$ cat config.mk
export PLATFORM = sky130hd
export DESIGN_NAME = demux_dispatch
export DESIGN_NICKNAME = d
export VERILOG_FILES = /design/src/rtl/demux_dispatch_pkg.sv /design/src/rtl/rr_next_sel.sv /design/src/rtl/demux_dispatch.sv
export SDC_FILE = /design/constraint.sdc
export NUM_CORES = 1
export LEC_CHECK = 0
export ABC_AREA = 1
export CAP_MARGIN = 10
export CORE_ASPECT_RATIO = 0.8
export CORE_MARGIN = 4
export CORE_UTILIZATION = 43
export CTS_CLUSTER_SIZE = 10
export DETAILED_ROUTE_END_ITERATION = 7
export GPL_TIMING_DRIVEN = 0
export PLACE_DENSITY = 0.75
export SETUP_SLACK_MARGIN = 0.1
export SLEW_MARGIN = 15
export SYNTH_ARGS = -nofsm -noshare
export SYNTH_HDL_FRONTEND = slang
export SYNTH_HIERARCHICAL = 1
export SYNTH_SLANG_ARGS = --single-unit
$ cat constraint.sdc
create_clock -name clk -period 1.7 [get_ports clk]
set_clock_uncertainty 0.1 [all_clocks]
set_input_delay 0.34 -clock clk [delete_from_list [all_inputs] [get_ports clk]]
set_output_delay 0.34 -clock clk [all_outputs]
set_load 0.03 [all_outputs]
$ cat src/rtl/demux_dispatch_pkg.sv
// Shared constants and types for the demux dispatcher.
package dispatch_pkg;

  localparam int unsigned DATA_W = 4;
  localparam int unsigned NUM_CH = 4;
  localparam int unsigned SEL_W  = 2;
  localparam int unsigned CNT_W  = 8;

  typedef logic [SEL_W-1:0] sel_t;

  typedef enum logic {
    EMPTY = 1'b0,
    FULL  = 1'b1
  } state_t;

endpackage

$ cat src/rtl/rr_next_sel.sv
// Rotating priority picker: first enabled channel at or after rr_ptr, wrapping.
module rr_next_sel
  import dispatch_pkg::*;
(
  input  logic [NUM_CH-1:0] ch_en,
  input  sel_t              rr_ptr,
  output sel_t              cand,
  output logic              found
);

  sel_t idx;

  // Scan channels starting at rr_ptr; the select width wraps the index modulo NUM_CH.
  always_comb begin
    found = 1'b0;
    cand  = rr_ptr;
    idx   = rr_ptr;
    for (int unsigned i = 0; i < NUM_CH; i++) begin
      idx = rr_ptr + sel_t'(i);
      if (!found && ch_en[idx]) begin
        found = 1'b1;
        cand  = idx;
      end
    end
  end

endmodule

$ cat src/rtl/demux_dispatch.sv
// Single-entry output stage feeding a 4-way demux, with round-robin or fixed
// channel selection and per-channel backpressure.
module demux_dispatch
  import dispatch_pkg::*;
(
  input  logic              clk,
  input  logic              rst,
  input  logic              s_valid,
  output logic              s_ready,
  input  logic [DATA_W-1:0] s_data,
  input  logic [NUM_CH-1:0] ch_en,
  input  logic [NUM_CH-1:0] ch_ready,
  input  logic              mode,
  input  logic [SEL_W-1:0]  fixed_sel,
  output logic [DATA_W-1:0] dmx_in,
  output logic [SEL_W-1:0]  dmx_sel,
  output logic              dmx_valid,
  output logic [CNT_W-1:0]  dispatch_cnt
);

  state_t state, state_nxt;
  sel_t   rr_ptr;
  sel_t   rr_cand;
  logic   rr_found;
  sel_t   cand;
  logic   cand_ok;
  logic   drain;
  logic   accept;

  rr_next_sel u_rr (
    .ch_en  (ch_en),
    .rr_ptr (rr_ptr),
    .cand   (rr_cand),
    .found  (rr_found)
  );

  // Candidate channel for the next accepted word.
  always_comb begin
    cand    = rr_cand;
    cand_ok = rr_found;
    if (mode) begin
      cand    = fixed_sel;
      cand_ok = ch_en[fixed_sel];
    end
  end

  assign dmx_valid = (state == FULL);
  assign drain     = dmx_valid & ch_ready[dmx_sel];
  assign s_ready   = cand_ok & (~dmx_valid | drain);
  assign accept    = s_valid & s_ready;

  // State register.
  always_ff @(posedge clk) begin
    if (rst) state <= EMPTY;
    else     state <= state_nxt;
  end

  // Next-state logic: accept fills the stage, a drain without accept empties it.
  always_comb begin
    state_nxt = state;
    unique case (state)
      EMPTY: if (accept) state_nxt = FULL;
      FULL:  if (drain && !accept) state_nxt = EMPTY;
      default: state_nxt = EMPTY;
    endcase
  end

  // Output register, round-robin pointer and delivered-word counter.
  always_ff @(posedge clk) begin
    if (rst) begin
      dmx_in       <= '0;
      dmx_sel      <= '0;
      rr_ptr       <= '0;
      dispatch_cnt <= '0;
    end else begin
      if (accept) begin
        dmx_in  <= s_data;
        dmx_sel <= cand;
        if (!mode) rr_ptr <= cand + sel_t'(1);
      end
      if (drain) dispatch_cnt <= dispatch_cnt + CNT_W'(1);
    end
  end

endmodule

==> results.ini <==
[timing]
setup_viol = 10
final.setup.worst_slack_ns = -0.510
grt_setup_unrepaired = true
fin_crit_sh_pct = 130
setup_tns_ns = -3.13
period_minus_slack_ns = 2.21
tightest_slew_ns = 0.314
slew_headroom_pct = 79.1
clock.fmax_mhz = 452
hold_viol = 0
slew_violations = 0

[cts]
clk-insertion-delay-late_ns = 0.25
clk_pin_slew_worst_paths_ns = 0.07
clock_sinks = 17
cts_buffers = 3
hold_buffers = 0
cts_tree = done
cts_root_buf = clkbuf_8
cts_htree_levels = 1
clockBufferDepth = 2

[worst_setup_path]
cp-start-kind = flop
crit_path_max_incr_delay_ns = 0.40
crit_required_ns = 1.26
cp_max_fo = 4
critPathArrivalTime_ns = 1.77
cp-end-kind = output port
worstPathCellList = buf_6, nand2_4, nand2_4, nand2_2, nand2_2, a21oi_2, nand3_2, o21ai_2, nor2_2, and2_4, buf_6
critPathSlowestCell = dfxtp_4
worstSetupPathType = flop to output port

[status]
violations = negative setup slack
status = complete, but fails checks

[synth]
yosysWarnings = 6
ys_seq_area_share_pct = 26.9
yosysUniqueCellTypes = 25
syn_inst = 204
syn_area_um2 = 1260
syn_nets = 223
syn_avg_cell_area_um2 = 6.19
synth-seq-cells = 17

[job]
cap_viol_max_count = 0

[power_and_ir_drop]
ir_worst_vdd_mv = 0.691
sw_frac_of_total_pct = 39.6
power_frac_clock_pct = 20.5
p_total_mw = 1.49
power_frac_seq_pct = 31.2
powerDensity_nw_per_um2 = 770
intPower_uw = 900
leakagePower_nw = 0.952
switching_power_uw = 590
combPwrFrac_pct = 48.3

[drt]
avgRoutedWirePerCell_um = 11.6
vias = 1389
ant_nets = 0
vias_per_cell = 4.77
wl_um = 3370
drcViolationCount = 0
drt_first_pass_iters = 4
drt_iter0_drc = 55

[die]
die_x_um = 68.6
die_h_um = 56.5
core_um2 = 2790
die_area_um2 = 3880
rows = 17
initial_core_util_pct = 45.4
io_pins = 34

[global_route]
grt_first_pass_wirelength_um = 5350
grt_use_total_pct = 17.6
grt_max_degree = 11
grt_pass1_vias = 1215
grt_overflow = 0
antenna_found_initial = 0

[cells_and_area]
seqCellArea_um2 = 348
mostFrequentLayoutCell = nand2_1
final_cell_mix = nand2_1 (55), inv_1 (30), dlygate4sd2_1 (18)
fillers = 217
drive_above_1_share_pct = 31.6
antenna_cells = 0
syn_to_final_growth_pct = 53.1
multi_input_area_um2 = 882
finalNetCount = 273

[placement]
place.gp.congestion = 0.768
port_buffers = 33
hpwlAfterDp_um = 2110

[worst_hold_path]
min_path_type = flop to flop

## area by class of cell
cell class              instances  area share (%)
repair buffers                 45            22.3
clock inverters                 1           0.259
clock buffers                   3            2.13
multi-input cells             147            45.6
well taps                      38            2.46
plain buffers                   3            1.75
flip-flops and latches         17            18.0
inverters                      37            7.57
## layer usage
layer / vias up / part of all wire, % / GRT usage [%]
li1: 726 / - / -
met5: - / 0 / 0
met3: 8 / 6.7 / 4.60
met1: 602 / 47 / 24.5
met2: 53 / 45 / 26.5
met4: 0 / 1.7 / 4.53
## final timing paths
kind              cells past startpoint             from  slack, ns         endpoint
setup / recovery                     11        rr_ptr[0]      -0.51          s_ready
hold reg to reg                       2  dispatch_cnt[6]       0.39  dispatch_cnt[6]
hold / removal                        2  dispatch_cnt[6]       0.39  dispatch_cnt[6]
setup reg to reg                     16        rr_ptr[0]      -0.34        rr_ptr[1]
## what timing repair did
| action | 4_1_cts | 5_1_grt |
|---|---|---|
| setup buffers | 9 | 3 |
| resized for setup | 48 | 20 |
| cloned | 2 | 0 |
| pin swaps | 13 | 14 |
| endpoints found under the setup margin | 25 | 11 |
## registers in the layout (all words and copies together), names as in the netlist
name	flops
dmx_sel	2
rr_ptr	2
dispatch_cnt	8
dmx_valid	1
dmx_in	4
## stage by stage
step                hold WS (ns)  area [um^2]  worst slack [ns]  util (%)  std cells
finish                     0.392         1930            -0.510      69.4        291
global route               0.433         1930            -0.597      69.4        291
CTS                        0.398         1830            -0.472      65.8        289
detailed placement         0.390         1650             -1.17      59.3        275
global placement           0.373         1650             -1.18      59.3        275
floorplan                  0.309         1270           -0.0942         -        204
## logic make-up (layout without fill, tap and decap cells)
kind of cell,count (synthesis),after routing,share of synthesized area [%]
buf+inv,40,89,13.1
xor+xnor,4,4,2.77
simple gates,122,122,47.6
fa+ha+maj,1,1,0.990
compound gates,20,20,8.61
flops,17,17,26.9
## cell usage after synthesis
| cell | count | share of area [%] |
|---|---|---|
| xor2_1 | 3 | 2.1 |
| nand3_1 | 9 | 3.6 |
| o21ai_1 | 3 | 1.2 |
| o21ai_0 | 5 | 2.0 |
| a21oi_1 | 9 | 3.6 |
| buf_6 | 1 | 0.89 |
| nand3_2 | 6 | 4.8 |
| nand2_1 | 64 | 19 |
| clkinv_1 | 1 | 0.30 |
| buf_4 | 2 | 1.2 |
| nand4_1 | 5 | 2.5 |
| nand2_2 | 15 | 7.4 |
| nand3_4 | 1 | 1.4 |
| and2_1 | 1 | 0.50 |
| ha_1 | 1 | 0.99 |
| inv_1 | 31 | 9.2 |
| nor2_1 | 10 | 3.0 |
| nand2_4 | 1 | 0.89 |
| a21oi_2 | 1 | 0.69 |
| dfxtp_1 | 17 | 27 |
| nor3_1 | 3 | 1.2 |
| nor2_2 | 7 | 3.5 |
| o21bai_1 | 2 | 1.2 |
| inv_2 | 5 | 1.5 |
| xnor2_1 | 1 | 0.69 |
## critical path, delay by kind of cell, from the launching register on
kind	cells	cell delay, ns
compound gates	2	0.28
buf+inv	2	0.26
flops	1	0.40
simple gates	7	0.57
## power by group through the flow
stage                     Combinational [mW]  Clock (mW)  Sequential (mW)
after global placement                 0.533           0            0.465
after global routing                   0.778       0.326            0.468
after CTS                              0.618       0.311            0.463
final                                  0.720       0.305            0.464
after detailed placement               0.535           0            0.466
after floorplan                        0.333           0            0.511
Power figures use the tool's default switching activity.
